$ cat src/rtl/seg7_scan_driver.sv
// Multiplexed 7-segment driver: valid/ready binary load, sequential double-dabble BCD conversion,
// leading-zero blanking, overflow dashes and guarded digit scanning. Optional macro: SEG7_BRIGHTNESS_PWM_EN.
module seg7_scan_driver #(
    parameter int unsigned NUM_DIGITS = 4,
    parameter int unsigned BIN_WIDTH  = 16,
    parameter int unsigned SCAN_DIV   = 1024,
    parameter int unsigned GUARD      = 2,
    parameter int unsigned ACTIVE_LOW = 1
) (
    input  logic                  CLK,
    input  logic                  RST,
    input  logic [BIN_WIDTH-1:0]  value,
    input  logic [NUM_DIGITS-1:0] dp_mask,
    input  logic                  load_valid,
`ifdef SEG7_BRIGHTNESS_PWM_EN
    input  logic [3:0]            brightness,
`endif
    output logic                  load_ready,
    output logic                  overflow,
    output logic [7:0]            seg,
    output logic [NUM_DIGITS-1:0] dig
);

    // ceil(BIN_WIDTH*log10(2)) + 1, never less than the number of displayed digits
    localparam int unsigned BCD_DIGITS = (BIN_WIDTH * 30103 + 99999) / 100000 + 1;
    localparam int unsigned BCD_N      = (BCD_DIGITS > NUM_DIGITS) ? BCD_DIGITS : NUM_DIGITS;
    localparam int unsigned BCD_W      = 4 * BCD_N;
    localparam int unsigned CNT_W      = $clog2(BIN_WIDTH + 1);
    localparam int unsigned PH_W       = $clog2(SCAN_DIV);
    localparam int unsigned IDX_W      = (NUM_DIGITS > 1) ? $clog2(NUM_DIGITS) : 1;
    localparam logic [7:0]            SEG_POL = (ACTIVE_LOW != 0) ? 8'hFF : 8'h00;
    localparam logic [NUM_DIGITS-1:0] DIG_POL = (ACTIVE_LOW != 0) ? {NUM_DIGITS{1'b1}} : '0;

    typedef enum logic [1:0] {IDLE, CONVERT, COMMIT} state_t;

    state_t                  state;
    logic [BIN_WIDTH-1:0]    bin_sr;
    logic [BCD_W-1:0]        bcd_sr;
    logic [BCD_W-1:0]        bcd_adj;
    logic [CNT_W-1:0]        bit_cnt;
    logic [NUM_DIGITS-1:0]   dp_cap;
    logic [NUM_DIGITS-1:0]   dp_reg;
    logic [4*NUM_DIGITS-1:0] disp;
    logic                    ovf_c;

    logic [PH_W-1:0]         phase;
    logic [PH_W-1:0]         phase_n;
    logic [IDX_W-1:0]        idx;
    logic [IDX_W-1:0]        idx_n;
    logic                    wrap;
    logic                    act_n;
    logic                    zero_run;
    logic [NUM_DIGITS-1:0]   blank;
    logic [6:0]              pat_c;
    logic [7:0]              slot_seg;
    logic [7:0]              slot_seg_n;
    logic [NUM_DIGITS-1:0]   slot_dig;
    logic [NUM_DIGITS-1:0]   slot_dig_n;
    logic [7:0]              seg_c;
    logic [NUM_DIGITS-1:0]   dig_c;
`ifdef SEG7_BRIGHTNESS_PWM_EN
    logic [3:0]              bright_q;
    logic [3:0]              bright_n;
`endif

    function automatic logic [6:0] seg_of(input logic [3:0] d);
        case (d)
            4'd0:    seg_of = 7'h3F;
            4'd1:    seg_of = 7'h06;
            4'd2:    seg_of = 7'h5B;
            4'd3:    seg_of = 7'h4F;
            4'd4:    seg_of = 7'h66;
            4'd5:    seg_of = 7'h6D;
            4'd6:    seg_of = 7'h7D;
            4'd7:    seg_of = 7'h07;
            4'd8:    seg_of = 7'h7F;
            4'd9:    seg_of = 7'h6F;
            default: seg_of = 7'h00;
        endcase
    endfunction

    // Add-3 correction and overflow detection on the BCD accumulator
    always_comb begin
        bcd_adj = bcd_sr;
        ovf_c   = 1'b0;
        for (int i = 0; i < BCD_N; i++) begin
            if (bcd_sr[4*i +: 4] >= 4'd5) bcd_adj[4*i +: 4] = bcd_sr[4*i +: 4] + 4'd3;
        end
        for (int i = NUM_DIGITS; i < BCD_N; i++) begin
            if (bcd_sr[4*i +: 4] != 4'd0) ovf_c = 1'b1;
        end
    end

    // Load / convert / commit FSM; the display registers only change in COMMIT
    always_ff @(posedge CLK or posedge RST) begin
        if (RST) begin
            state      <= IDLE;
            load_ready <= 1'b0;
            bin_sr     <= '0;
            bcd_sr     <= '0;
            bit_cnt    <= '0;
            dp_cap     <= '0;
            dp_reg     <= '0;
            disp       <= '0;
            overflow   <= 1'b0;
        end else begin
            case (state)
                IDLE: begin
                    load_ready <= 1'b1;
                    if (load_valid && load_ready) begin
                        bin_sr     <= value;
                        bcd_sr     <= '0;
                        dp_cap     <= dp_mask;
                        bit_cnt    <= '0;
                        load_ready <= 1'b0;
                        state      <= CONVERT;
                    end
                end
                CONVERT: begin
                    {bcd_sr, bin_sr} <= {bcd_adj, bin_sr} << 1;
                    bit_cnt          <= bit_cnt + CNT_W'(1);
                    if (bit_cnt == CNT_W'(BIN_WIDTH - 1)) state <= COMMIT;
                end
                COMMIT: begin
                    disp       <= bcd_sr[4*NUM_DIGITS-1:0];
                    dp_reg     <= dp_cap;
                    overflow   <= ovf_c;
                    load_ready <= 1'b1;
                    state      <= IDLE;
                end
                default: state <= IDLE;
            endcase
        end
    end

    // Leading-zero blanking, walking down from the leftmost digit
    always_comb begin
        zero_run = 1'b1;
        blank    = '0;
        for (int i = int'(NUM_DIGITS) - 1; i >= 0; i--) begin
            zero_run = zero_run && (disp[4*i +: 4] == 4'd0);
            blank[i] = zero_run && (i != 0);
        end
    end

    // Next scan position; the digit pattern is latched once per slot so pins never change mid-slot
    always_comb begin
        wrap    = (phase == PH_W'(SCAN_DIV - 1));
        phase_n = wrap ? '0 : phase + PH_W'(1);
        if (!wrap)                              idx_n = idx;
        else if (idx == IDX_W'(NUM_DIGITS - 1)) idx_n = '0;
        else                                    idx_n = idx + IDX_W'(1);
        pat_c      = overflow ? 7'h40 : (blank[idx_n] ? 7'h00 : seg_of(disp[4*idx_n +: 4]));
        slot_seg_n = wrap ? {dp_reg[idx_n], pat_c} : slot_seg;
        slot_dig_n = wrap ? (NUM_DIGITS'(1) << idx_n) : slot_dig;
`ifdef SEG7_BRIGHTNESS_PWM_EN
        bright_n = wrap ? brightness : bright_q;
        act_n    = (phase_n >= PH_W'(GUARD)) && (phase_n[PH_W-1 -: 4] <= bright_n);
`else
        act_n    = (phase_n >= PH_W'(GUARD));
`endif
        seg_c = act_n ? slot_seg_n : 8'h00;
        dig_c = act_n ? slot_dig_n : '0;
    end

    // Scan state and polarity-adjusted output registers
    always_ff @(posedge CLK or posedge RST) begin
        if (RST) begin
            phase    <= '0;
            idx      <= '0;
            slot_seg <= 8'h3F;
            slot_dig <= NUM_DIGITS'(1);
            seg      <= SEG_POL;
            dig      <= DIG_POL;
`ifdef SEG7_BRIGHTNESS_PWM_EN
            bright_q <= 4'hF;
`endif
        end else begin
            phase    <= phase_n;
            idx      <= idx_n;
            slot_seg <= slot_seg_n;
            slot_dig <= slot_dig_n;
            seg      <= seg_c ^ SEG_POL;
            dig      <= dig_c ^ DIG_POL;
`ifdef SEG7_BRIGHTNESS_PWM_EN
            bright_q <= bright_n;
`endif
        end
    end

endmodule
$ cat config.mk
export PLATFORM = sky130hd
export DESIGN_NAME = seg7_scan_driver
export DESIGN_NICKNAME = d
export VERILOG_FILES = /design/src/rtl/seg7_scan_driver.sv
export SDC_FILE = /design/constraint.sdc
export NUM_CORES = 1
export LEC_CHECK = 0
export BUFFER_PORTS_ARGS = -buffer_cell sky130_fd_sc_hd__buf_2
export CELL_PAD_IN_SITES_DETAIL_PLACEMENT = 0
export CELL_PAD_IN_SITES_GLOBAL_PLACEMENT = 1
export CORE_MARGIN = 8
export CORE_UTILIZATION = 30
export DETAILED_ROUTE_END_ITERATION = 10
export PLACE_DENSITY = 0.59
export SLEW_MARGIN = 20
export SYNTH_ARGS = -nofsm -noshare
export SYNTH_HDL_FRONTEND = slang
export SYNTH_SLANG_ARGS = --single-unit
$ cat constraint.sdc
create_clock -name CLK -period 3.62 [get_ports CLK]
set_input_delay 0.362 -clock CLK [delete_from_list [all_inputs] [get_ports CLK]]
set_output_delay 0.362 -clock CLK [all_outputs]
set_load 0.05 [all_outputs]
# After elaboration in Yosys (flattened, before gate mapping)

Memories as Yosys holds them, arrays and structs flattened.
Index checks and enable logic that the tools add are counted.

Register bits after elaboration: 109
Memory bits (read-only): 112
Bits of input ports: 23
Output and inout port bits: 14
Logic and storage cells: 90
Memories kept: 1

$add $sub $neg: 9
Magnitude comparators: 8
Equal/unequal tests: 7
Shift operators: 2
Multiplexer cells: 32
Bitwise gates (word level): 2
Reductions and logical operators: 14

Memories:

| memory          | depth | bits a word | read ports | clocked after Yosys merged registers in | write ports | RTL line | text |
|---|---|---|---|---|---|---|---|
| (no name shown) | 16    | 7           | 1          | 0                                       | 0           | 67       | `case (d)` |

Operators with widths:

| operator                                                            | count |
|---|---|
| case mux 24 bit (2 select lines)                                    | 1 |
| case mux 16 bit (2 select lines)                                    | 1 |
| two-way mux 4 bit                                                   | 7 |
| greater-or-equal comparator 4 x 3 -> 1 bit (second input constant)  | 6 |
| two-way mux 24 bit                                                  | 1 |
| adder 4 x 2 -> 4 bit (second input constant)                        | 5 |
| two-way mux 16 bit                                                  | 1 |
| two-way mux 8 bit                                                   | 2 |
| indexed part select 16 x 5 -> 4 bit                                 | 1 |
| two-way mux 7 bit                                                   | 2 |
| zero test 4 bit                                                     | 3 |
| adder 10 x 1 -> 10 bit (second input constant)                      | 1 |
| equality test 10 bit (second input constant)                        | 1 |
| greater-or-equal comparator 10 x 2 -> 1 bit (second input constant) | 1 |
| two-way mux 10 bit                                                  | 1 |
| case mux 5 bit (2 select lines)                                     | 1 |
| two-way mux 2 bit                                                   | 4 |
| NOT 8 bit                                                           | 1 |
| nonzero test 4 bit                                                  | 2 |
| AND reduction 2 bit                                                 | 3 |
| adder 5 x 1 -> 5 bit (second input constant)                        | 1 |
| equality test 5 x 4 -> 1 bit (second input constant)                | 1 |
| two-way mux 1 bit                                                   | 5 |
| two-way mux 5 bit                                                   | 1 |
| 15 further kinds                                                    | 21 |

# Longest topological paths before layout

Gate-level depths: netlist of run 1.

Word-level depth: 10
Mapped depth: 11
Gate-level depth less buffers: 10

# Least setup slack after synthesis of run 1

No wires, ideal clock.

Path type: reg-to-reg
Start point: reg idx[0]
End point: reg slot_seg[1]
Library setup time: 84 ps
Arrival: 2867 ps
Slack: 668 ps
Stages on the path, launching flop included: 10
Path buffers: 1
Clock period less this slack: 2952 ps
Cells stage by stage: dfrtp_1 -> ha_1 -> buf_1 -> mux4_2 -> mux2i_1 -> inv_1 -> ha_1 -> o211ai_1 -> a22oi_1 -> or2_2

Word-level cells in the longest chain between the ends: 8

RTL lines:

| item                                                                                          | RTL line | text |
|---|---|---|
| from (decl)                                                                                   | 48       | `logic [IDX_W-1:0] idx;` |
| from (signal assigned)                                                                        | 180      | `idx <= idx_n;` |
| adder 2 x 1 -> 2 bit or equality test 2 bit (tied branches)                                   | 152, 151 |  |
| two-way mux 2 bit                                                                             | 151      | `else if (idx == IDX_W'(NUM_DIGITS - 1)) idx_n = '0;` |
| two-way mux 2 bit *                                                                           | 150      | `if (!wrap) idx_n = idx;` |
| indexed part select 16 x 5 -> 4 bit or binary-select mux 1 bit (select 2 bit) (tied branches) | 153      | `pat_c = overflow ? 7'h40 : (blank[idx_n] ? 7'h00 : seg_of(disp[4*idx_n +: 4]));` |
| memory read (16 x 7 bit) or two-way mux 1 bit (tied branches)                                 | -        |  |
| two-way mux 7 bit * (2 in series)                                                             | 153      |  |
| two-way mux 8 bit *                                                                           | 154      | `slot_seg_n = wrap ? {dp_reg[idx_n], pat_c} : slot_seg;` |
| via slot_seg_n[1]                                                                             | 56       | `logic [7:0] slot_seg_n;` |
| to (signal assigned)                                                                          | 181      | `slot_seg <= slot_seg_n;` |
| to (decl)                                                                                     | 55       | `logic [7:0] slot_seg;` |

Mark *: on every way through the listed nets, which the timed path passes. The rest lies on a longest branch. The select of a mux whose other input is x is not followed.
A chain may end at the register's enable or synchronous reset.

# Worst setup path after layout of run 1

Ends and elaborated chain as after synthesis.

==> summary.txt, run 1 <==
Run status
  – Outcome: finished, final reports clean

Global route
  – GRT Total Usage: 0.108
  – Total grt overflow: 0
  – Largest net degree at the start of global routing: 74
  – Vias in the first global route: between 4,000 and 5,000
  – Initial antenna violation count: 0
  – Global-route wire length before repair: 19.8 mm

Critical path
  – Crit-path max FO: 12
  – Worst EP arrival: about 3.3 ns
  – FF-to-FF setup slack: around 0.57 ns
  – Data required time of the critical path: 3.90 ns
  – CP Capture Type: register
  – CP startpoint kind: register
  – WS Path Type: reg -> reg

Die
  – Die width: ~150 µm
  – Core area: 0.0179 mm²
  – Num ports: 37
  – Die H: 151 µm
  – DIE AREA: 0.0228 mm²
  – Num rows: 49
  – Initial Util: 0.305

Clocking
  – Max Buffers Root-to-Sink: 2
  – Root buffer cell: clkbuf_16
  – CTS tree: built
  – Clk pin slew, worst setup/hold paths: 0.07 ns
  – # Post-CTS Setup Buffers: 0
  – Worst-skew pair later-pin latency: 0.36 ns
  – CTS Buf Count: 9
  – Post-CTS Resized: 0
  – H-tree depth: 3
  – Clk sink count: 109
  – CTS hold repair buffers: 0

Yosys
  – EDFF count, synth: 0
  – Unique cell type count in the Yosys netlist: 54
  – Syn_nets: 575
  – Synthesized area: between 0.005 and 0.006 mm²
  – Top FF cell, synth: dfrtp_1
  – Most area-hungry cell type in the Yosys netlist: dfrtp_1
  – Synth area leaders: dfrtp_1 (41%), dfstp_2 (9.1%), nand2_1 (5.8%)
  – Post-synthesis area per instance: slightly above 10 µm²
  – Sequential share of the synthesized area: 0.503
  – Synth top area share: 0.412
  – Ys Warns: 0
  – Mapped Cells: 531
  – Post-synthesis async set-or-reset flop share: 1.00
  – Yosys reg bits: 109

Final layout
  – Register with the most flip-flops: bcd_sr
  – Fill count: roughly 1,800
  – # diodes: 0
  – Max reg flops: 24
  – FF/Latch Area: ~0.0028 mm²
  – Design area: 0.00616 mm²
  – Finished Layout Cells: between 700 and 800
  – Nets: 599
  – Fin util: 0.344
  – Multi-input gate area: 0.00246 mm²
  – Area growth syn-to-layout: 12.7%
  – Fraction of layout cells with a size suffix above 1: 0.214
  – Largest registers: bcd_sr x24, bin_sr x16, disp x16

Route
  – Post-Route WL: between 10 and 15 mm
  – Routed len/inst: between 10 and 15 µm
  – Post-DR vias/cell: 4.95
  – DRT antenna net count: 0
  – 1st-iter DRT viols: 176
  – DRT Pass-1 Iters: 5
  – DRC errors left: 0
  – Vias: 3,902

Timing
  – RSZ-0062 raised after global routing: false
  – Setup tns final: 0 ns
  – Tcrit/Tclk final: 0.843
  – Max-slew violations: 0
  – Finish-stage setup viols: 0
  – Max_slew headroom: 0.388
  – F_max: about 0.33 GHz
  – Final Skew: 0.00809 ns
  – Worst slew pin tran: 0.918 ns
  – Tmin final: just over 3 ns
  – Fin. Hold Viols: 0

Power and ir drop
  – Worst IR Drop VDD: between 0.3 and 0.4 mV
  – Power per cell area: between 600 and 700 mW/mm²
  – Leak pwr: 2.70 nW

Placement
  – Dpl cells: roughly 770
  – Dpl cell area: 0.00585 mm²
  – Final HPWL from detailed placement: 8.11 mm
  – GPL Wtd Cong: 0.816
  – PortBufs: 36

Min path
  – Worst min path class: in -> async

Job
  – MaxCap Viol Count: 0
cells in the mapped netlist, types with 2 or more instances:
| library cell | n |
|---|---|
| a32o_1 | 6 |
| clkbuf_1 | 21 |
| nor2_1 | 17 |
| buf_2 | 2 |
| ha_1 | 21 |
| o21ai_0 | 44 |
| buf_4 | 3 |
| nor4_1 | 2 |
| nor3b_1 | 4 |
| and3_1 | 4 |
| nand2b_1 | 9 |
| o31ai_1 | 11 |
| o41ai_1 | 2 |
| buf_1 | 4 |
| dfrtp_1 | 90 |
| buf_6 | 4 |
| o31a_1 | 3 |
| a311oi_1 | 3 |
| o211ai_1 | 4 |
| a32oi_1 | 2 |
| or2_2 | 2 |
| a31oi_1 | 3 |
| inv_1 | 23 |
| a31o_2 | 2 |
| nor2b_1 | 2 |
| a21oi_1 | 20 |
| mux4_2 | 7 |
| nand3_1 | 29 |
| nand4_1 | 4 |
| and2_1 | 5 |
| nand2_1 | 84 |
| xor2_1 | 7 |
| mux2_2 | 19 |
| xnor2_1 | 10 |
| dfstp_2 | 19 |
| a22oi_1 | 18 |
| mux2i_1 | 4 |
cell families after synthesis:
kind of cell,share of synthesized area
and+or+nand+nor,0.149
adders and majority gates,0.0481
muxes,0.0781
DFF,0.503
AOI/OAI and AO/OA,0.147
xor gates and xnor gates,0.0272
buffers and inverters,0.0472
metal layers:
metal  global-route usage  wire length (µm)
met5                    0                 0
met2                0.174              5510
met1                0.138              5600
met4               0.0346               124
met3               0.0299               387
critical path, cell delays in order, from the launching register on:
cell,delay [ns]
dfrtp_1,0.52
ha_1,0.61
mux4_2,0.54
mux2i_1,0.13
buf_4,0.18
inv_1,0.06
ha_1,0.31
o211ai_1,0.19
a22oi_1,0.10
or2_2,0.33
power by group:
| part | internal, mW | total [mW] | switching, mW |
|---|---|---|---|
| sequential | 1.51 | 1.76 | 0.247 |
| combinational | 0.535 | 1.29 | 0.755 |
| clock | 0.562 | 1.03 | 0.469 |
cell usage in the layout, fill, tap and decap left out, drive strengths merged, types with 2 or more instances in the layout:
master  synthesis  layout
a311oi          3       3
ha             21      21
buf            13      47
o41ai           2       2
clkbuf         21      10
o21ai          44      44
a32oi           2       2
nor2b           2       2
nor4            2       2
xor2            7       7
inv            23      26
nor3b           4       4
dfstp          19      19
a31o            2       2
a22oi          18      18
nand4           4       4
o31ai          11      11
and2            7       7
xnor2          10      10
mux2i           4       4
o211ai          4       4
and3            5       5
mux2           20      20
a32o            6       6
nor2           18      18
nand2          84      84
nand2b          9       9
nand3          29      29
a31oi           3       3
dfrtp          90      90
or2             2       2
o31a            3       3
a21oi          20      20
and4            2       2
mux4            7       7
worst paths after layout:
path,cells after the start,to,from
worst max register to register,9,slot_seg[1],idx[0]
min in group CLK,3,dp_cap[1],dp_mask[1]
worst max-delay path,9,slot_seg[1],idx[0]
worst min-delay path,2,overflow,RST
worst min register to register,1,seg[7],slot_seg[7]
max in group asynchronous,3,dig[3],RST
metrics by stage:
| step | total power, mW | hold WS [ns] | worst slack, ns |
|---|---|---|---|
| 2_1_floorplan | 2.73 | 0.391 | 0.415 |
| 6_report | 4.08 | 0.191 | 0.568 |
| 3_5_place_dp | 3.09 | 0.432 | 0.577 |
| 4_1_cts | 4.14 | 0.183 | 0.562 |
| 5_1_grt | 4.42 | 0.189 | 0.345 |
| 3_3_place_gp | 3.04 | 0.418 | 0.610 |
cell type report:
class                   count  share of cell area
flip-flops and latches    109               0.447
multi-input cells         365               0.400
well taps                 229              0.0465
repair buffers             47              0.0427
clock buffers              10              0.0388
inverters                  23              0.0144
clock inverters             6              0.0112
No activity file was read; power rests on OpenSTA's default activity.
==> run 2, diff against run 1 <==
Clock period 3.62 ns to 3 ns, I/O delays scaled along.
==> run 2 against run 1 <==
- sequential cell count did not move
- utilization increased by 0.48 points
- cell area rose by 1.4%
- wire length fell by 1.0%
- combinational power rose by 21%
- clock power is 17% higher
- maximum frequency is 14% higher
- critical path type unchanged
==> summary.txt, run 2 (synthesis gave the netlist of run 1 again) <==
Route
  – Post-Route WL: 11.5 mm (was 11.6 mm)
  – M1 WL: 5.76 mm (was 5.60 mm)
  – DRT Pass-1 Iters: 4 (was 5)
  – Met3 routed WL: 374 µm (was 387 µm)
  – 1st-iter DRT viols: 249 (was 176)
  – Routed len/inst: 14.4 µm (was 14.7 µm)
  – DRC errors left: 0 (unchanged)
  – Vias: 3,871 (was 3,902)
  – Met2 routed WL: 5.22 mm (was 5.51 mm)
  – Post-DR vias/cell: 4.85 (was 4.95)
  – Max layer used: met4 (unchanged)
  – DRT antenna net count: 0 (unchanged)

Final layout
  – Max reg flops: 24 (unchanged)
  – Commonest non-fill, non-tap cell in the layout: dfrtp_1 (unchanged)
  – Register with the most flip-flops: bcd_sr (unchanged)
  – Design area: 0.00624 mm² (was 0.00616 mm²)
  – Commonest cells after routing, fill and taps aside: dfrtp_1 (90), nand2_1 (84), o21ai_0 (44) (unchanged)
  – # diodes: 0 (unchanged)
  – Nets: 608 (was 599)
  – Fraction of layout cells with a size suffix above 1: 0.227 (was 0.214)
  – Fill count: 1,830 (was 1,822)
  – Fin util: 0.349 (was 0.344)
  – Area growth syn-to-layout: 14.3% (was 12.7%)
  – Largest registers: bcd_sr x24, bin_sr x16, disp x16 (unchanged)

Timing
  – RSZ-0062 raised after global routing: false (unchanged)
  – Fin. Hold Viols: 0 (unchanged)
  – F_max: 0.374 GHz (was 0.328 GHz)
  – Final Skew: 0.00610 ns (was 0.00809 ns)
  – Max_slew headroom: 0.423 (was 0.388)
  – Worst slew pin tran: 0.855 ns (was 0.918 ns)
  – Max-slew violations: 0 (unchanged)
  – Finish-stage setup viols: 0 (unchanged)
  – Tcrit/Tclk final: 0.891 (was 0.843)
  – Final Hold Slack: 0.114 ns (was 0.191 ns)
  – Tmin final: 2.67 ns (was 3.05 ns)
  – Setup tns final: 0 ns (unchanged)

Global route
  – Vias in the first global route: 3,953 (was 4,067)
  – Initial antenna violation count: 0 (unchanged)
  – Global-route wire length before repair: 19.6 mm (was 19.8 mm)
  – GRT Total Usage: 0.107 (was 0.108)
  – Largest net degree at the start of global routing: 39 (was 74)
  – Total grt overflow: 0 (unchanged)

Clocking
  – CTS hold repair buffers: 0 (unchanged)
  – # Post-CTS Setup Buffers: 0 (unchanged)
  – Worst-skew pair later-pin latency: 0.35 ns (was 0.36 ns)
  – H-tree depth: 3 (unchanged)
  – Root buffer cell: clkbuf_16 (unchanged)
  – Post-CTS Resized: 0 (unchanged)
  – CTS tree: built (unchanged)
  – Max Buffers Root-to-Sink: 2 (unchanged)
  – CTS Buf Count: 9 (unchanged)
  – Clk pin slew, worst setup/hold paths: 0.07 ns (about the same)
  – Clk sink count: 109 (unchanged)

Die
  – Initial Util: 0.305 (unchanged)
  – Core area: 0.0179 mm² (unchanged)
  – Num rows: 49 (unchanged)
  – Num ports: 37 (unchanged)
  – Die H: 151 µm (unchanged)
  – Die width: 151 µm (unchanged)
  – DIE AREA: 0.0228 mm² (unchanged)

Critical path
  – CP startpoint kind: register (unchanged)
  – CP Capture Type: register (unchanged)
  – CP max-delay cell: dfrtp_1 (was ha_1)
  – Top cell by count, worst path: ha_1 (unchanged)
  – Max incr delay on CP: 0.39 ns (was 0.61 ns)
  – Worst EP arrival: 2.95 ns (was 3.33 ns)
  – WS Path Type: reg -> reg (unchanged)
  – Worst path cell trace: ha_1, nor2_2, mux4_2, mux2_2, inv_1, ha_1, o211ai_1, a22oi_1, or2_2 (was ha_1, mux4_2, mux2i_1, buf_4, inv_1, ha_1, o211ai_1, a22oi_1, or2_2)
  – Data required time of the critical path: 3.28 ns (was 3.90 ns)
  – Crit-path max FO: 8 (was 12)

Run status
  – Outcome: finished, final reports clean (unchanged)

Placement
  – Dpl cell area: 0.00594 mm² (was 0.00585 mm²)
  – Final HPWL from detailed placement: 8.22 mm (was 8.11 mm)
  – GPL Wtd Cong: 0.825 (was 0.816)
  – PortBufs: 36 (unchanged)

Power and ir drop
  – Power per cell area: 783 mW/mm² (was 663 mW/mm²)
  – Worst IR Drop VDD: 0.480 mV (was 0.307 mV)
  – Tot Pwr: 4.89 mW (was 4.08 mW)
  – Leak pwr: 2.74 nW (was 2.70 nW)

Job
  – MaxCap Viol Count: 0 (unchanged)

Min path
  – Worst min path class: in -> async (unchanged)
## run 2: report_power, final
| group | internal (mW) | total (mW) | switching (mW) |
|---|---|---|---|
| logic | 0.656 | 1.56 | 0.902 |
| registers | 1.83 | 2.13 | 0.301 |
| clock network | 0.650 | 1.20 | 0.552 |
| total | 3.13 | 4.89 | 1.75 |
## run 2: worst paths after layout
check	cells after the start	to	slack, ns	startpoint
min reg2reg	1	seg[7]	0.42	slot_seg[7]
max in group asynchronous	3	seg[7]	2.16	RST
min in group CLK	3	dp_cap[1]	0.14	dp_mask[1]
max reg2reg	9	slot_seg[1]	0.33	idx[0]
max	9	slot_seg[1]	0.33	idx[0]
min	2	bcd_sr[20]	0.11	RST
## run 2: through the flow
| stage | cells | worst slack [ns] |
|---|---|---|
| global placement | 782 | 0.388 |
| global route | 798 | 0.0863 |
| finish | 798 | 0.327 |
| floorplan | 531 | 0.0483 |
| CTS | 798 | 0.304 |
| detailed placement | 782 | 0.328 |
## run 2: cell type report
class                           instances  area (µm²)  share of cell area
Inverter                               23        90.1              0.0144
Clock buffer                            9         225              0.0361
Clock inverter                          7        75.1              0.0120
Multi-Input combinational cell        365        2460               0.394
Timing Repair Buffer                   56         355              0.0569
Tap cell                              229         287              0.0459
Sequential cell                       109        2750               0.441
## run 2: critical path: cells and delay by family, from the launching register on
family          cells  cell delay (ns)
fa+ha+maj           2             0.51
compound gates      2             0.26
buf+inv             1             0.12
flops               1             0.39
mux                 2             0.67
simple gates        2             0.64
## run 2: metal layers
| metal | vias up | GRT usage |
|---|---|---|
| li1 | 1942 | - |
| met1 | 1871 | 0.141 |
| met5 | - | 0 |
| met3 | 11 | 0.0284 |
| met4 | 0 | 0.0322 |
| met2 | 47 | 0.168 |
==> run 3, diff against run 2 <==
--- a/config.mk
+++ b/config.mk
@@ -7,3 +7,3 @@
 export LEC_CHECK = 0
-export BUFFER_PORTS_ARGS = -buffer_cell sky130_fd_sc_hd__buf_2
+export BUFFER_PORTS_ARGS = -buffer_cell sky130_fd_sc_hd__clkbuf_2
 export CELL_PAD_IN_SITES_DETAIL_PLACEMENT = 0
--- a/constraint.sdc
+++ b/constraint.sdc
@@ -3,2 +3,2 @@
 set_output_delay 0.3 -clock CLK [all_outputs]
-set_load 0.05 [all_outputs]
+set_load 0.02 [all_outputs]
==> run 3 against run 2 <==
- die area stayed put
- sequential power hardly changed
- via count is 1.3% higher
- clock skew is 0.0010 ns higher
- clock-buffer cell count stayed put
- setup slack worse by 0.015 ns
- critical path depth stayed put
- utilization hardly changed
- largest cell class unchanged
==> summary.txt, run 3 (synthesis gave the netlist of run 1 again) <==
Clocking
  – # Post-CTS Setup Buffers: 0 (unchanged)
  – H-tree depth: 3 (unchanged)
  – CTS tree: built (unchanged)
  – Clk pin slew, worst setup/hold paths: 0.08 ns (was 0.07 ns)
  – CTS Buf Count: 9 (unchanged)
  – Max Buffers Root-to-Sink: 2 (unchanged)
  – Clk sink count: 109 (unchanged)
  – Root buffer cell: clkbuf_16 (unchanged)
  – Post-CTS Resized: 0 (unchanged)
  – CTS hold repair buffers: 1 (was 0)
  – Worst-skew pair later-pin latency: 0.36 ns (was 0.35 ns)

Final layout
  – Fin util: 0.349 (about the same)
  – Design area: 0.00625 mm² (was 0.00624 mm²)
  – Commonest non-fill, non-tap cell in the layout: dfrtp_1 (unchanged)
  – FF/Latch Area: 0.00275 mm² (unchanged)
  – Max reg flops: 24 (unchanged)
  – Register with the most flip-flops: bcd_sr (unchanged)
  – # diodes: 0 (unchanged)
  – Largest registers: bcd_sr x24, bin_sr x16, disp x16 (unchanged)
  – Multi-input gate area: 0.00246 mm² (unchanged)
  – Area growth syn-to-layout: 14.4% (was 14.3%)
  – Nets: 607 (was 608)
  – Commonest cells after routing, fill and taps aside: dfrtp_1 (90), nand2_1 (84), o21ai_0 (44) (unchanged)
  – Fraction of layout cells with a size suffix above 1: 0.224 (was 0.227)
  – Fill count: 1,834 (was 1,830)

Critical path
  – Worst EP arrival: 2.97 ns (was 2.95 ns)
  – R2R Path Start: idx[0] (unchanged)
  – Setup crit start: idx[0] (unchanged)
  – CP startpoint kind: register (unchanged)
  – Data required time of the critical path: 3.28 ns (about the same)
  – WS Path Type: reg -> reg (unchanged)
  – CP Capture Type: register (unchanged)
  – FF-to-FF setup slack: 0.31 ns (was 0.33 ns)
  – Crit-path max FO: 8 (unchanged)

Route
  – Post-Route WL: 12.0 mm (was 11.5 mm)
  – DRC errors left: 0 (unchanged)
  – DRT Pass-1 Iters: 4 (unchanged)
  – DRT antenna net count: 0 (unchanged)
  – Post-DR vias/cell: 4.92 (was 4.85)
  – Vias: 3,920 (was 3,871)
  – Routed len/inst: 15.0 µm (was 14.4 µm)
  – 1st-iter DRT viols: 175 (was 249)

Global route
  – GRT Total Usage: 0.111 (was 0.107)
  – Largest net degree at the start of global routing: 65 (was 39)
  – Global-route wire length before repair: 20.3 mm (was 19.6 mm)
  – Initial antenna violation count: 0 (unchanged)
  – Total grt overflow: 0 (unchanged)
  – Vias in the first global route: 3,949 (was 3,953)

Die
  – Initial Util: 0.305 (unchanged)
  – Num rows: 49 (unchanged)
  – Die H: 151 µm (unchanged)
  – Num ports: 37 (unchanged)
  – DIE AREA: 0.0228 mm² (unchanged)
  – Die width: 151 µm (unchanged)
  – Core area: 0.0179 mm² (unchanged)

Timing
  – Setup tns final: 0 ns (unchanged)
  – Max_slew headroom: 0.390 (was 0.423)
  – RSZ-0062 raised after global routing: false (unchanged)
  – Worst slew pin tran: 0.904 ns (was 0.855 ns)
  – Fin. Hold Viols: 0 (unchanged)
  – F_max: 0.372 GHz (was 0.374 GHz)
  – Final Skew: 0.00712 ns (was 0.00610 ns)
  – Tcrit/Tclk final: 0.896 (was 0.891)
  – Tmin final: 2.69 ns (was 2.67 ns)
  – Max-slew violations: 0 (unchanged)
  – Finish-stage setup viols: 0 (unchanged)

Placement
  – Final HPWL from detailed placement: 8.37 mm (was 8.22 mm)
  – PortBufs: 36 (unchanged)
  – Dpl cell area: 0.00591 mm² (was 0.00594 mm²)
  – GPL Wtd Cong: 0.825 (about the same)

Power and ir drop
  – Clock power frac: 0.262 (was 0.246)
  – Net Switching: 1.76 mW (was 1.75 mW)
  – Worst IR Drop VDD: 0.385 mV (was 0.480 mV)
  – Reg power frac: 0.430 (was 0.435)
  – Leak pwr: 2.77 nW (was 2.74 nW)
  – Gate power share: 0.308 (was 0.319)
  – Sw Share: 0.354 (was 0.359)
  – Power per cell area: 795 mW/mm² (was 783 mW/mm²)
  – P_int: 3.21 mW (was 3.13 mW)

Job
  – MaxCap Viol Count: 0 (unchanged)

Min path
  – Worst min path class: in -> reg (was in -> async)
  – Worst hold start: value[0]

Run status
  – Outcome: finished, final reports clean (unchanged)
-- run 3: power groups by stage --
stage / clock network [mW] / registers [mW] / logic (mW)
floorplan: 0 / 2.07 / 1.20
global placement: 0 / 2.15 / 1.50
detailed placement: 0 / 2.16 / 1.55
CTS: 1.36 / 2.14 / 1.56
global route: 1.40 / 2.19 / 1.79
finish: 1.30 / 2.14 / 1.53
-- run 3: metrics by stage --
stage,power [mW],std cells,setup slack [ns],hold WS (ns)
global placement,3.65,780,0.389,0.300
CTS,5.05,797,0.291,0.110
global route,5.39,797,0.0739,0.124
finish,4.97,797,0.312,0.131
floorplan,3.27,531,0.0483,0.391
detailed placement,3.71,780,0.296,0.298
-- run 3: final cells by class --
class / instances / area share
tap: 229 / 0.0458
multi-input combinational: 365 / 0.394
clock inverter: 7 / 0.0158
clock buffer: 9 / 0.0360
timing repair buffer: 55 / 0.0540
inverter: 23 / 0.0144
sequential: 109 / 0.440
-- run 3: worst paths after layout --
| kind | cells past startpoint | to |
|---|---|---|
| max in group asynchronous | 4 | seg[4] |
| min | 3 | bin_sr[0] |
| min reg2reg | 1 | seg[7] |
| min in group asynchronous | 3 | bcd_sr[16] |
| max | 9 | slot_seg[1] |
| max reg2reg | 9 | slot_seg[1] |
-- run 3: worst max-delay path: stages, from the launching register on --
cell and delay (ns):
dfrtp_1 0.39, ha_1 0.25, nor2_2 0.32, mux4_2 0.35, mux2_2 0.32, inv_1 0.11, ha_1 0.26, o211ai_1 0.18
a22oi_1 0.09, or2_2 0.33
-- run 3: routing by layer --
metal	vias to the layer above	track usage	part of all wire
met5	-	0	0
met4	0	0.0435	0.019
met3	17	0.0299	0.040
met2	69	0.173	0.46
met1	1895	0.144	0.48
li1	1939	-	-
